==> src/rtl/mem_map_router_if.sv <==
// CPU load/store bus between the execute stage and the memory-map router.
// The master drives a request and holds it while stall=1; the slave answers with stall/read_data/fault.
interface mem_map_router_if;
    logic        mem_en;
    logic [1:0]  store_size;
    logic [31:0] mem_addr;
    logic [31:0] write_data;
    logic        stall;
    logic [31:0] read_data;
    logic        fault;

    modport master (
        output mem_en, store_size, mem_addr, write_data,
        input  stall, read_data, fault
    );

    modport slave (
        input  mem_en, store_size, mem_addr, write_data,
        output stall, read_data, fault
    );
endinterface

==> src/rtl/mem_map_router.sv <==
// Memory-map router: decodes CPU accesses to dcache RAM, video memory or the keyboard register,
// runs the dcache request/ready handshake with a timeout, and flags bad accesses.
module mem_map_router #(
    parameter int          RAM_AW   = 20,
    parameter logic [31:0] VID_BASE = 32'hF0000000,
    parameter int          VID_AW   = 11,
    parameter logic [31:0] KEY_ADDR = 32'hFFFFFFFF,
    parameter int          TIMEOUT  = 15
) (
    input  logic              CLK_CPU,
    input  logic              RST,
    mem_map_router_if.slave   cpu,
    output logic              dcache_req,
    output logic              dcache_we,
    output logic [3:0]        dcache_be,
    output logic [RAM_AW-1:0] dcache_addr,
    output logic [31:0]       dcache_wdata,
    input  logic [31:0]       dcache_rdata,
    input  logic              dcache_ready,
    output logic              video_we,
    output logic [3:0]        video_be,
    output logic [VID_AW-1:0] video_addr,
    output logic [31:0]       video_wdata,
    input  logic [7:0]        pressed_key,
    output logic              clean_key_buffer,
    output logic [1:0]        dbg_state_o
);
    localparam int CW = $clog2(TIMEOUT + 1);

    typedef enum logic [1:0] {
        S_IDLE = 2'd0,
        S_WAIT = 2'd1,
        S_DONE = 2'd2
    } state_t;

    state_t            state_q, state_d;
    logic [CW-1:0]     cnt_q, cnt_d, cnt_inc;
    logic              to_q, to_d;
    logic [31:0]       rdata_q, rdata_d;
    logic [RAM_AW-1:2] addr_q, addr_d;
    logic              we_q, we_d;
    logic [3:0]        be_q, be_d;
    logic [31:0]       wdata_q, wdata_d;

    logic        is_key, is_ram, is_vid, is_read, misaligned;
    logic [3:0]  be_c;
    logic [31:0] wdata_c;

    assign is_key  = (cpu.mem_addr == KEY_ADDR);
    assign is_ram  = (cpu.mem_addr[31:RAM_AW] == '0);
    assign is_vid  = (cpu.mem_addr[31:VID_AW] == VID_BASE[31:VID_AW]);
    assign is_read = (cpu.store_size == 2'b11);
    assign cnt_inc = cnt_q + 1'b1;

    always_comb begin
        misaligned = 1'b0;
        be_c       = 4'b1111;
        wdata_c    = cpu.write_data;
        case (cpu.store_size)
            2'b00: begin
                be_c    = 4'b0001 << cpu.mem_addr[1:0];
                wdata_c = {4{cpu.write_data[7:0]}};
            end
            2'b01: begin
                misaligned = cpu.mem_addr[0];
                be_c       = cpu.mem_addr[1] ? 4'b1100 : 4'b0011;
                wdata_c    = {2{cpu.write_data[15:0]}};
            end
            default: misaligned = (cpu.mem_addr[1:0] != 2'b00);
        endcase
    end

    assign video_be     = be_c;
    assign video_addr   = {cpu.mem_addr[VID_AW-1:2], 2'b00};
    assign video_wdata  = wdata_c;
    assign dcache_we    = we_q;
    assign dcache_be    = be_q;
    assign dcache_addr  = {addr_q, 2'b00};
    assign dcache_wdata = wdata_q;
    assign dbg_state_o  = state_q;

    always_comb begin
        state_d          = state_q;
        cnt_d            = cnt_q;
        to_d             = to_q;
        rdata_d          = rdata_q;
        addr_d           = addr_q;
        we_d             = we_q;
        be_d             = be_q;
        wdata_d          = wdata_q;
        cpu.stall        = 1'b0;
        cpu.fault        = 1'b0;
        cpu.read_data    = rdata_q;
        dcache_req       = 1'b0;
        video_we         = 1'b0;
        clean_key_buffer = 1'b0;
        case (state_q)
            S_IDLE: begin
                if (cpu.mem_en) begin
                    if (is_key) begin
                        if (is_read) begin
                            cpu.read_data    = {24'b0, pressed_key};
                            clean_key_buffer = 1'b1;
                        end else begin
                            cpu.fault     = 1'b1;
                            cpu.read_data = '0;
                        end
                    end else if (is_ram && !misaligned) begin
                        cpu.stall = 1'b1;
                        state_d   = S_WAIT;
                        cnt_d     = '0;
                        to_d      = 1'b0;
                        addr_d    = cpu.mem_addr[RAM_AW-1:2];
                        we_d      = !is_read;
                        be_d      = be_c;
                        wdata_d   = wdata_c;
                    end else if (is_vid && !is_read && !misaligned) begin
                        video_we      = 1'b1;
                        cpu.read_data = '0;
                    end else begin
                        cpu.fault     = 1'b1;
                        cpu.read_data = '0;
                    end
                end
            end
            S_WAIT: begin
                // cnt_inc counts WAIT cycles including this one, so req is held at most TIMEOUT cycles.
                cpu.stall  = 1'b1;
                dcache_req = 1'b1;
                cnt_d      = cnt_inc;
                if (dcache_ready) begin
                    state_d = S_DONE;
                    rdata_d = we_q ? 32'b0 : dcache_rdata;
                end else if (cnt_inc == CW'(TIMEOUT)) begin
                    state_d = S_DONE;
                    to_d    = 1'b1;
                    rdata_d = '0;
                end
            end
            S_DONE: begin
                cpu.fault = to_q;
                state_d   = S_IDLE;
                cnt_d     = '0;
                to_d      = 1'b0;
            end
            default: state_d = S_IDLE;
        endcase
    end

    always_ff @(posedge CLK_CPU) begin
        if (RST) begin
            state_q <= S_IDLE;
            cnt_q   <= '0;
            to_q    <= 1'b0;
            rdata_q <= '0;
            addr_q  <= '0;
            we_q    <= 1'b0;
            be_q    <= '0;
            wdata_q <= '0;
        end else begin
            state_q <= state_d;
            cnt_q   <= cnt_d;
            to_q    <= to_d;
            rdata_q <= rdata_d;
            addr_q  <= addr_d;
            we_q    <= we_d;
            be_q    <= be_d;
            wdata_q <= wdata_d;
        end
    end
endmodule

==> src/flat_wrapper.sv <==
// flat-port wrapper written by rule: the top's interface ports become plain ports
module mem_map_router_flat 
#(
    parameter int          RAM_AW   = 20,
    parameter logic [31:0] VID_BASE = 32'hF0000000,
    parameter int          VID_AW   = 11,
    parameter logic [31:0] KEY_ADDR = 32'hFFFFFFFF,
    parameter int          TIMEOUT  = 15
)
  (CLK_CPU, RST, dcache_req, dcache_we, dcache_be, dcache_addr, dcache_wdata, dcache_rdata, dcache_ready, video_we, video_be, video_addr, video_wdata, pressed_key, clean_key_buffer, dbg_state_o, cpu_mem_en, cpu_store_size, cpu_mem_addr, cpu_write_data, cpu_stall, cpu_read_data, cpu_fault);
  mem_map_router_if cpu_i ();
  input  logic CLK_CPU;
  input  logic RST;
  output logic dcache_req;
  output logic dcache_we;
  output logic [3:0] dcache_be;
  output logic [RAM_AW-1:0] dcache_addr;
  output logic [31:0] dcache_wdata;
  input  logic [31:0] dcache_rdata;
  input  logic dcache_ready;
  output logic video_we;
  output logic [3:0] video_be;
  output logic [VID_AW-1:0] video_addr;
  output logic [31:0] video_wdata;
  input  logic [7:0] pressed_key;
  output logic clean_key_buffer;
  output logic [1:0] dbg_state_o;
  input wire logic [$bits(cpu_i.mem_en)-1:0] cpu_mem_en;
  input wire logic [$bits(cpu_i.store_size)-1:0] cpu_store_size;
  input wire logic [$bits(cpu_i.mem_addr)-1:0] cpu_mem_addr;
  input wire logic [$bits(cpu_i.write_data)-1:0] cpu_write_data;
  output wire logic [$bits(cpu_i.stall)-1:0] cpu_stall;
  output wire logic [$bits(cpu_i.read_data)-1:0] cpu_read_data;
  output wire logic [$bits(cpu_i.fault)-1:0] cpu_fault;
  assign cpu_i.mem_en = cpu_mem_en;
  assign cpu_i.store_size = cpu_store_size;
  assign cpu_i.mem_addr = cpu_mem_addr;
  assign cpu_i.write_data = cpu_write_data;
  assign cpu_stall = cpu_i.stall;
  assign cpu_read_data = cpu_i.read_data;
  assign cpu_fault = cpu_i.fault;
  mem_map_router #(.RAM_AW(RAM_AW), .VID_BASE(VID_BASE), .VID_AW(VID_AW), .KEY_ADDR(KEY_ADDR), .TIMEOUT(TIMEOUT)) u_core (.CLK_CPU(CLK_CPU), .RST(RST), .cpu(cpu_i), .dcache_req(dcache_req), .dcache_we(dcache_we), .dcache_be(dcache_be), .dcache_addr(dcache_addr), .dcache_wdata(dcache_wdata), .dcache_rdata(dcache_rdata), .dcache_ready(dcache_ready), .video_we(video_we), .video_be(video_be), .video_addr(video_addr), .video_wdata(video_wdata), .pressed_key(pressed_key), .clean_key_buffer(clean_key_buffer), .dbg_state_o(dbg_state_o));
endmodule
==> config.mk <==
export PLATFORM = sky130hd
export DESIGN_NAME = mem_map_router_flat
export DESIGN_NICKNAME = d
export VERILOG_FILES = /design/src/rtl/mem_map_router_if.sv /design/src/rtl/mem_map_router.sv /design/src/flat_wrapper.sv
export SDC_FILE = /design/constraint.sdc
export NUM_CORES = 1
export LEC_CHECK = 0
export CELL_PAD_IN_SITES_DETAIL_PLACEMENT = 1
export CELL_PAD_IN_SITES_GLOBAL_PLACEMENT = 2
export CORE_MARGIN = 10
export CORE_UTILIZATION = 21
export DETAILED_ROUTE_END_ITERATION = 10
export PLACE_DENSITY = 0.79
export SETUP_SLACK_MARGIN = 0.2
export SYNTH_ARGS = -nofsm -noshare
export SYNTH_HDL_FRONTEND = slang
export SYNTH_SLANG_ARGS = --single-unit
==> constraint.sdc <==
create_clock -name CLK_CPU -period 2.22 [get_ports CLK_CPU]
set_input_delay 0.444 -clock CLK_CPU [delete_from_list [all_inputs] [get_ports CLK_CPU]]
set_output_delay 0.444 -clock CLK_CPU [all_outputs]
set_load 0.02 [all_outputs]
==> results.ini, run 1 <==
[outcome]
status=finished with violations
violations=setup timing

[die]
ios=253
die_y_um=168
core_area_um2=21200
dieWidth_um=168
initial_utilization=0.216
rows=53
fp.dieArea_um2=28100

[critical_path]
path_delay_family=buffers and inverters
startpoint_type=input port
cp_max_fo=8
worstReg2RegStart=u_core.cnt_q[3]
worstSetupPathType=in2out
end_kind=output pin
path_buf_inv=7
arrival_ps=2010
cp_slowest_cell=dlygate4sd2_1
cp_common_cell=buf_6
max_stage_delay_ps=260
cp-startpoint=cpu_mem_en
worst_ep_required_time_ps=1780
crit_chain=dlygate4sd2_1 > buf_6 > nor3b_4 > buf_6 > o21ai_4 > buf_6 > buf_12 > buf_16 > a22o_4 > buf_6

[cells_and_area]
final_util=0.405
area_growth_pct=87.9
final_layout_size_suffix_gt1_frac=0.347
stdcell_area_um2=8600
fillCellCount=2439
finalNetCount=936

[synthesis]
ys_ff_latch=94
synth_top_area_frac=0.411
ys_seq_area_frac=0.411
synthArstFlopShare=0
synth_area_um2=4580
synth_area_leader_cell=dfxtp_1
ys_types=53
synth_edf_count=0
avgSynthCellArea_um2=8.67
synth.area.top_cells=dfxtp_1 (41%), a22o_1 (7.7%), a21oi_1 (6.2%)
synthFlopType=dfxtp_1
yosysWarnings=0
syn-instance-count=528

[sta]
period_needed_ps=2460
post-route-period-util=1.11
grt_setup_unrepaired=yes
finalSetupViolations=34
setup_slack_ps=-238
fin_skew_ps=10.4
hold_violations=0
worst_pin_slew_ps=669
slew_headroom=0.554
maxSlewViolCount=0
setup_tns_ps=-3780
max_freq_ghz=0.407

[global_route]
grt_max_degree=58
first_global_vias=5694
grt_usage=0.163
gr-total-overflow=0
antenna_found_initial=2
grt_pass1_wl_mm=36.3

[clocking]
clkLatencyLatePin_ps=360
cts-root-buf=clkbuf_16
htree_levels=3
clock_sinks=94
cts_buffers=9
cts_tree=yes
clock_tree.buffer_depth=2
cts.clk_slew.worst_paths_ps=70

[power]
vdd_drop_max_mv=0.298
cellLeakagePower_nw=3.39
power_density_nw_per_um2=479

[worst_hold_path]
hold_start=u_core.dcache_wdata[4]
min_path_type=reg2reg

[detailed_routing]
dr_total_vias=5264
wl_mm=23.7
drc_errors=0
ant_nets=0
dr.pass1.iters=4
drt_iter0_markers=190
wl_per_cell_um=21.4
routed_via_density=4.76

[place]
gp_congestion=0.770
dpl-instance-area_um2=7900
placement.io_buffers=248
dpl.hpwl_mm=17.0
dp_slack_ps=-928

[run]
drv_cap=0

where the power goes:
part           total, mW  switching (mW)  internal (mW)
clock network       1.67           0.732          0.942
logic              0.763           0.364          0.399
registers           1.68       0.0000499           1.68
total               4.12            1.10           3.02
cell usage after synthesis (all sizes together) (3+ instances only):
| cell | n |
|---|---|
| nor2b | 3 |
| nor4 | 7 |
| nor3 | 43 |
| buf | 47 |
| dfxtp | 94 |
| nand3 | 36 |
| clkbuf | 23 |
| o31ai | 3 |
| a22o | 40 |
| o21bai | 4 |
| nor2 | 8 |
| and2 | 25 |
| nand2 | 16 |
| a21oi | 57 |
| inv | 8 |
| mux2i | 8 |
| nand4 | 9 |
| o21ai | 46 |
| and3 | 4 |
| mux2 | 16 |
tightest hold or removal path, cell delays in order (launching register included):
cell	delay (ps)
dfxtp_1	300
o21ai_0	60
a21oi_1	60
routing by layer:
layer,share of wire,vias up,GRT usage
met5,0,-,0
met4,0.015,0,0.0424
met3,0.095,22,0.0669
met2,0.47,183,0.266
met1,0.42,2546,0.194
li1,-,2513,-
sequential cells by signal, summed over array words and instances (netlist names):
| signal | count |
|---|---|
| u_core.addr_q | 18 |
| u_core.cnt_q | 4 |
| u_core.dbg_state_o | 2 |
| u_core.dcache_be | 4 |
| u_core.dcache_wdata | 32 |
| u_core.dcache_we | 1 |
| u_core.rdata_q | 32 |
| u_core.to_q | 1 |
through the flow:
step	total power [mW]	hold WS, ps	instances
2_1_floorplan	1.98	444	531
3_3_place_gp	2.46	460	1067
3_5_place_dp	2.46	460	1067
4_1_cts	4.19	476	1101
5_1_grt	4.30	496	1105
6_report	4.12	474	1106
cell type report:
| cell class | instances | area (µm²) | share of cell area |
|---|---|---|---|
| repair buffers | 352 | 3400 | 0.395 |
| well taps | 275 | 344 | 0.0400 |
| diodes | 2 | 5.00 | 0.000582 |
| clock inverters | 4 | 53.8 | 0.00626 |
| multi-input cells | 359 | 2630 | 0.306 |
| flip-flops and latches | 94 | 1880 | 0.219 |
| inverters | 8 | 30.0 | 0.00349 |
| clock buffers | 12 | 256 | 0.0298 |
cells in the final DEF, fill, tap and decap left out, types with 4 or more instances in the layout:
cell,count
a21oi_1,56
a22o_1,32
a22o_4,8
and2_4,24
buf_12,10
buf_16,4
buf_2,28
buf_4,77
buf_6,56
clkbuf_16,9
clkdlybuf4s15_2,5
clkdlybuf4s50_1,136
conb_1,4
dfxtp_1,92
dlygate4sd2_1,28
inv_1,8
mux2_2,15
mux2i_1,5
nand2_1,12
nand3_1,34
nand4_1,9
nor2_1,4
nor3_1,42
o21ai_0,37
o21ai_1,5
o21bai_1,4
what timing repair did:
item	4_1_cts	5_1_grt
endpoints found under the setup margin	142	46
buffers inserted	14	3
cloned	4	0
resized for setup	483	23
pin swaps	29	8
hold buffers	0	0
kinds of logic after synthesis:
family,synth area share
other,0.000820
AOI/OAI and AO/OA,0.235
and+or+nand+nor,0.197
DFF,0.411
buffers and inverters,0.0932
muxes,0.0569
adders and majority gates,0.00547
path summary, 6_finish.rpt:
kind                            endpoint  depth (start not counted)  slack [ps]
setup reg to reg       u_core.rdata_q[9]                          5         380
hold / removal    u_core.dcache_wdata[4]                          2         470
setup / recovery        cpu_read_data[5]                         10        -240
hold reg to reg   u_core.dcache_wdata[4]                          2         470
(Power assumes the default switching activity.)
==> run 2, diff against run 1 <==
--- a/config.mk
+++ b/config.mk
@@ -9,6 +9,7 @@
 export CELL_PAD_IN_SITES_GLOBAL_PLACEMENT = 2
 export CORE_MARGIN = 10
 export CORE_UTILIZATION = 21
+export CTS_CLUSTER_SIZE = 24
 export DETAILED_ROUTE_END_ITERATION = 10
 export PLACE_DENSITY = 0.79
 export SETUP_SLACK_MARGIN = 0.2
==> results of run 2 <==
No change in the layout: final DEF, timing and power equal those of run 1.
